<file path="src/rtl/max_reduce_stream.sv">
// Pipelined signed max-reduction: per-beat lane maximum through a registered comparator
// tree, then a frame accumulator that reports {max, lane, beat} on the frame's last beat.
module max_reduce_stream #(
  parameter int DATA_WIDTH       = 18,
  parameter int NUM_IN           = 64,
  parameter int LEVELS_PER_STAGE = 3,
  parameter int BEAT_W           = 16
) (
  input  logic                           clk,
  input  logic                           rst_n,
  input  logic                           flush,
  input  logic                           in_valid,
  input  logic                           in_last,
  input  logic [NUM_IN-1:0]              lane_en,
  input  logic [DATA_WIDTH*NUM_IN-1:0]   in_data,
  output logic                           out_valid,
  output logic [DATA_WIDTH-1:0]          out_max,
  output logic [$clog2(NUM_IN)-1:0]      out_lane,
  output logic [BEAT_W-1:0]              out_beat
);

  localparam int LANE_W = $clog2(NUM_IN);
  localparam int MAG_W  = DATA_WIDTH - 1;
  localparam int LEVELS = LANE_W;
  localparam int STAGES = (LEVELS + LEVELS_PER_STAGE - 1) / LEVELS_PER_STAGE;
  localparam int NODES  = 2 * NUM_IN - 1;

  // Negative or disabled lanes clamp to zero so the tree can compare magnitudes unsigned.
  function automatic logic [MAG_W-1:0] clamp_leaf(input logic signed [DATA_WIDTH-1:0] x,
                                                  input logic en);
    if (!en || x[DATA_WIDTH-1]) return '0;
    return x[MAG_W-1:0];
  endfunction

  function automatic logic [BEAT_W-1:0] sat_inc(input logic [BEAT_W-1:0] c);
    return (&c) ? c : c + 1'b1;
  endfunction

  // Heap-ordered tree: root 0, children 2i+1/2i+2, leaves NUM_IN-1.. in lane order.
  function automatic logic node_is_reg(input int idx);
    int depth;
    int lvl;
    if (idx >= NUM_IN - 1) return 1'b0;
    depth = 0;
    for (int x = idx + 1; x > 1; x = x >> 1) depth++;
    lvl = LEVELS - depth;
    return (lvl % LEVELS_PER_STAGE == 0) || (lvl == LEVELS);
  endfunction

  logic [MAG_W-1:0]  node_val    [NODES];
  logic [LANE_W-1:0] node_lane   [NODES];
  logic [MAG_W-1:0]  node_val_p  [NODES];
  logic [LANE_W-1:0] node_lane_p [NODES];
  logic [STAGES-1:0] vld_p;
  logic [STAGES-1:0] last_p;

  logic [BEAT_W-1:0] beat_cnt;
  logic [MAG_W-1:0]  acc_val;
  logic [LANE_W-1:0] acc_lane;
  logic [BEAT_W-1:0] acc_beat;
  logic              take;
  logic [MAG_W-1:0]  nxt_val;
  logic [LANE_W-1:0] nxt_lane;
  logic [BEAT_W-1:0] nxt_beat;

  always_comb begin
    logic [MAG_W-1:0]  a_v;
    logic [MAG_W-1:0]  b_v;
    logic [LANE_W-1:0] a_l;
    logic [LANE_W-1:0] b_l;
    a_v = '0;
    b_v = '0;
    a_l = '0;
    b_l = '0;
    node_val  = '{default: '0};
    node_lane = '{default: '0};
    for (int j = 0; j < NUM_IN; j++) begin
      node_val[NUM_IN-1+j]  = clamp_leaf(in_data[DATA_WIDTH*j +: DATA_WIDTH], lane_en[j]);
      node_lane[NUM_IN-1+j] = LANE_W'(j);
    end
    // Children always have higher indices, so a descending sweep sees them resolved.
    for (int i = NUM_IN - 2; i >= 0; i--) begin
      if (node_is_reg(2*i+1)) begin
        a_v = node_val_p[2*i+1];
        a_l = node_lane_p[2*i+1];
        b_v = node_val_p[2*i+2];
        b_l = node_lane_p[2*i+2];
      end else begin
        a_v = node_val[2*i+1];
        a_l = node_lane[2*i+1];
        b_v = node_val[2*i+2];
        b_l = node_lane[2*i+2];
      end
      if (a_v >= b_v) begin
        node_val[i]  = a_v;
        node_lane[i] = a_l;
      end else begin
        node_val[i]  = b_v;
        node_lane[i] = b_l;
      end
    end
  end

  // Tree stage registers (only the nodes on registered levels are consumed)
  always_ff @(posedge clk) begin
    node_val_p  <= node_val;
    node_lane_p <= node_lane;
    for (int k = STAGES - 1; k > 0; k--) last_p[k] <= last_p[k-1];
    last_p[0] <= in_last;
  end

  // Accumulator: a zero beat count marks the first beat of a frame, which always loads.
  always_comb begin
    take     = (beat_cnt == '0) || (node_val_p[0] > acc_val);
    nxt_val  = take ? node_val_p[0]  : acc_val;
    nxt_lane = take ? node_lane_p[0] : acc_lane;
    nxt_beat = take ? beat_cnt       : acc_beat;
  end

  // Accumulator / output stage
  always_ff @(posedge clk or negedge rst_n) begin
    if (!rst_n) begin
      vld_p     <= '0;
      beat_cnt  <= '0;
      acc_val   <= '0;
      acc_lane  <= '0;
      acc_beat  <= '0;
      out_valid <= 1'b0;
      out_max   <= '0;
      out_lane  <= '0;
      out_beat  <= '0;
    end else begin
      out_valid <= 1'b0;
      if (flush) begin
        // Zeroing the beat count is enough to orphan the partial accumulator contents.
        vld_p    <= '0;
        beat_cnt <= '0;
      end else begin
        for (int k = STAGES - 1; k > 0; k--) vld_p[k] <= vld_p[k-1];
        vld_p[0] <= in_valid;
        if (vld_p[STAGES-1]) begin
          acc_val  <= nxt_val;
          acc_lane <= nxt_lane;
          acc_beat <= nxt_beat;
          if (last_p[STAGES-1]) begin
            out_valid <= 1'b1;
            out_max   <= {1'b0, nxt_val};
            out_lane  <= nxt_lane;
            out_beat  <= nxt_beat;
            beat_cnt  <= '0;
          end else begin
            beat_cnt <= sat_inc(beat_cnt);
          end
        end
      end
    end
  end

endmodule

</file>
<file path="config.mk">
export PLATFORM = sky130hd
export DESIGN_NAME = max_reduce_stream
export DESIGN_NICKNAME = d
export VERILOG_FILES = /design/src/rtl/max_reduce_stream.sv
export SDC_FILE = /design/constraint.sdc
export NUM_CORES = 2
export LEC_CHECK = 0
export ABC_AREA = 1
export ABC_CLOCK_PERIOD_IN_PS = 5700
export CAP_MARGIN = 20
export CORE_AREA = 2 2 488 490
export DETAILED_ROUTE_END_ITERATION = 7
export DIE_AREA = 0 0 490 492
export SYNTH_ARGS = -nofsm -noshare
export SYNTH_HDL_FRONTEND = slang
export SYNTH_SLANG_ARGS = --single-unit
export TNS_END_PERCENT = 20
</file>
<file path="constraint.sdc">
create_clock -name clk -period 5.7 [get_ports clk]
set_input_delay 0.57 -clock clk [delete_from_list [all_inputs] [get_ports clk]]
set_output_delay 0.57 -clock clk [all_outputs]
set_load 0.1 [all_outputs]
</file>
**Yosys cells after proc, flatten, opt, wreduce, memory -nomap -nowiden**

Index checks and enable logic that the tools add are counted.

- Magnitude comparators: 64
- Bitwise logic cells: 1
- Multiplexer cells: 329
- Reduce and logical (&&, ||, !) cells: 135
- Add/sub/neg operators: 1
- Equal/unequal tests: 1

Operator list:

| cell | number |
|---|---|
| $mux W17 | 192 |
| $ge A17 B17 Y1 | 63 |
| $mux W6 | 32 |
| $mux W1 | 99 |
| $mux W16 | 5 |
| $logic_or A1 B1 Y1 | 65 |
| $logic_not A1 Y1 | 64 |
| $gt A17 B17 Y1 | 1 |
| $add A16 B1 Y16 const B | 1 |
| $logic_not A16 Y1 | 1 |
| $reduce_and A16 Y1 | 1 |
| $reduce_and A2 Y1 | 2 |
| $ne A3 B3 Y1 const B | 1 |
| $reduce_and A3 Y1 | 1 |
| $mux W2 | 1 |
| $reduce_bool A2 Y1 | 1 |
| $not A1 Y1 | 1 |

- Bits of input ports: 1221
- Output and inout port bits: 41
- Word-level logic and storage cells: 559
- Flip-flop bits (word level): 306

**Depth between registers and ports, before layout**

- Depth in word-level cells: 10
- Mapped depth: 44
- Depth with buffers taken out: 41

**Least setup slack after synthesis**

Ideal clock, no wire load.

- Kind: input-to-reg
- From: input lane_en[34]
- To: register node_val_p[1963] (netlist bit)
- Cell stages on the path: 37
- Slack: 0.525 ns
- Data arrival time: 5.116 ns
- Data required time: 5.641 ns
- Cells stage by stage: inv_1 -> nor2_1 -> inv_1 -> clkbuf_1 -> nor2_1 -> ha_1 -> nand2_1 -> a21oi_1 -> nor3_1 -> o21ai_0 -> nor2_2 -> buf_4 -> nand3_1 -> and2_1 -> ha_1 -> nand2_1 -> inv_1 -> nand2_1 -> a21oi_1 -> o21ai_1 -> nand3_1 -> nor2_4 -> buf_6 -> nand3_1 -> and2_1 -> ha_1 -> nand2_1 -> inv_1 -> nor2_1 -> o21a_1 -> nor2_1 -> o21ai_1 -> nand3_1 -> nor2_4 -> buf_4 -> nand3_1 -> nand2_1

RTL lines:

| item | line | source |
|---|---|---|
| from (decl) | 14 | `input logic [NUM_IN-1:0] lane_en,` |
| to (signal assigned) | 106 | `node_val_p <= node_val;` |
| to (decl) | 52 | `logic [MAG_W-1:0] node_val_p [NODES];` |

==> results_dict.tcl <==
set metrics [dict create \
    status "finished with violations" \
    violations "negative setup slack" \
    grt_max_degree 51 \
    initial_core_util_pct 26.9 \
    crit_start "lane_en[46]" \
    fin_skew_ns 0.0408 \
    min_from "last_p[0]" \
    drtIter0Drc 6440 \
    ys_ff_latch 282 \
    synthArstFlopShare_pct 34.4 \
    synthesis.area_um2 63500 \
    die_w_um 490 \
    cts_tree "built" \
    io_buffers 1260 \
    critical_path_depth 43 \
    h-tree-depth 2 \
    avgRoutedWirePerCell_um 18.7 \
    synthesis.instances 11300 \
    hpwl_um 310000 \
    peakVddDrop_mv 1.06 \
    final_common_cell "nand2_1" \
    cp_common_cell "nand2_1" \
    crit_type "input pin to flop" \
    finalCritPeriodShare_pct 100 \
    row_count 179 \
    cap_viol_max_count 0 \
    cts.sinks 282 \
    clk_pin_slew_worst_paths_ns 0.06 \
    final_area_um2 110000 \
    slew_headroom_pct 24.1 \
    synth.yosys.seq_area_share_pct 9.65 \
    ant_nets 0 \
    dp_cells 18600 \
    setup_viol 1 \
    critical_path.max_stage_delay_ns 0.45 \
    endpoint "node_val_p[1948]" \
    syn_nets 13700 \
    r2r-end "node_val_p[2145]" \
    layout-drive-gt1-share_pct 26.7 \
    synth_edf_count 0 \
    rsz0062_at_grt "yes" \
    place.gp.congestion 1.04 \
    insertion_delay_ns 0.62 \
    tritoncts.num_buffers 38 \
    final_cell_mix "3182 x nand2_1, 3056 x buf_4, 2033 x inv_1, 1528 x nand3_1, 1254 x clkdlybuf4s50_1" \
    design.die.area_um2 241000 \
    antenna_found_initial 62 \
    ios 1262 \
    cpMaxStageDelayCell "clkdlybuf4s50_1" \
    worstSetupStartpointType "input pin" \
    finalPower_mw 46.4 \
    path_buf_inv 13 \
    grt_pass1_wl_um 510000 \
    avgSynthCellArea_um2 5.60 \
    fin_crit_ns 5.70 \
    clockBufferDepth 3 \
    firstDrtPassIters 6 \
    r2r_slack_ns 0.37 \
    critical_path_peak_fanout 12 \
    fin_hold_ws_ns 0.332 \
    hold_viol_final 0 \
    synth_ff_type "dfxtp_1" \
    worst_pin_slew_ns 1.14 \
    fin_ws_ns -0.00485 \
    fp.dieH_um 492 \
    syn2layout_area_growth_pct 72.5 \
    powerDensity_nw_per_um2 423 \
    dp_slack_ns -1.09 \
    cts_root_buf "clkbuf_16" \
    via_count 87100 \
    instances_no_fill 18800 \
    nets 17900 \
    nFillCells 24700 \
    gr-total-overflow 0 \
    slew_violations 0 \
    regToRegStartpoint "node_val_p[2001]" \
    rr_worst_depth 28 \
    synth_cell_type_count 55 \
    grt_pass1_vias 83200 \
    via_per_inst 4.62 \
    max_freq_ghz 0.175 \
    wl_um 351000 \
    leakage_nw 62.0 \
    worstPathArrival_ns 6.21 \
    end_kind "flop" \
    crit_family "simple AND/OR/NAND/NOR gates" \
    coreArea_um2 236000 \
    placed_area_um2 103000 \
    drc 0 \
    gr-usage-all-layers_pct 27.7 \
    yosysWarnings 0 \
    hp-class "flop to flop" \
    required_ns 6.21 \
]
[worst min-delay path by stage]
stage | endpoint | slack [ns] | cells after the start
floorplan | acc_beat[0] | 0.27 | 0
global placement | last_p[1] | 0.32 | 0
detailed placement | last_p[1] | 0.32 | 0
CTS | last_p[1] | 0.33 | 0
global route | last_p[1] | 0.34 | 0
finish | last_p[1] | 0.33 | 0
[where the power goes]
group	total (mW)	internal [mW]	switching, mW
registers	4.13	3.11	1.02
clock network	2.67	1.57	1.10
logic	39.6	16.1	23.4
[area by class of cell]
cell class / instances / area (um^2) / share of cell area [%]
multi-input cells: 8685 / 51300 / 46.8
repair buffers: 4503 / 38700 / 35.4
inverters: 2096 / 7920 / 7.23
flip-flops and latches: 282 / 6150 / 5.61
well taps: 3167 / 3960 / 3.62
clock buffers: 46 / 1010 / 0.923
clock inverters: 24 / 349 / 0.319
diodes: 28 / 70.1 / 0.0640
repair inverters: 4 / 31.3 / 0.0286
[routing by layer]
metal  track usage, %  wire (um)  vias up
met5                0        368        -
met4             11.1      16600       58
met3             4.57      22200      600
met2             46.6     161000     2664
met1             34.9     151000    39200
li1                 -          -    44500
[repair_timing]
action / 4_1_cts / 5_1_grt
hold endpoints to repair: 47 / 0
setup endpoints to repair: 56 / 183
pin swaps: 9 / 173
buffers inserted: 9 / 85
resized for setup: 68 / 878
cloned: 4 / 22
hold buffers: 1 / 0
[state kept, by name (all words and copies together), names as in the netlist]
register / flops
acc_beat: 16
acc_lane: 6
acc_val: 17
beat_cnt: 16
last_p: 2
node_lane_p: 30
node_val_p: 153
out_beat: 16
out_lane: 6
out_max: 17
out_valid: 1
vld_p: 2
[cells in the mapped netlist (all sizes together) (4+ instances only)]
cell | n | area share, %
nand2 | 3346 | 20
nor3 | 54 | 0.47
ha | 1090 | 21
a21oi | 393 | 3.2
nor3b | 7 | 0.083
buf | 218 | 2.2
nor2 | 1264 | 8.0
nor4 | 5 | 0.059
o21a | 31 | 0.37
inv | 2081 | 12
nand4 | 226 | 2.4
clkbuf | 77 | 0.46
clkinv | 15 | 0.089
o21ai | 128 | 1.0
dfrtp | 97 | 3.8
dfxtp | 185 | 5.8
a21boi | 4 | 0.047
o211ai | 5 | 0.059
a31oi | 5 | 0.049
nand3b | 68 | 0.81
and2 | 297 | 2.9
a21o | 37 | 0.44
nand3 | 1684 | 13
o21bai | 23 | 0.27
[per-stage QoR]
| step | utilization (%) | TNS [ns] |
|---|---|---|
| floorplan | - | 0 |
| global placement | 43.6 | -98.68 |
| detailed placement | 43.6 | -100.76 |
| CTS | 44.4 | 0 |
| global route | 46.3 | -16.53 |
| finish | 46.4 | -0.00485 |
[logic make-up (layout without fill, tap and decap cells)]
group / count (synthesis) / after routing / synth area share (%)
AO/OA/AOI/OAI: 630 / 630 / 5.47
other: 1 / 29 / 0.00591
flip-flops: 282 / 282 / 9.65
AND/OR/NAND/NOR: 6954 / 6963 / 48.3
XOR/XNOR: 1 / 1 / 0.0138
buffers and inverters: 2391 / 6673 / 15.1
adder cells (fa/ha/maj): 1090 / 1090 / 21.5
Note: power is estimated with default switching activity, not from simulation.
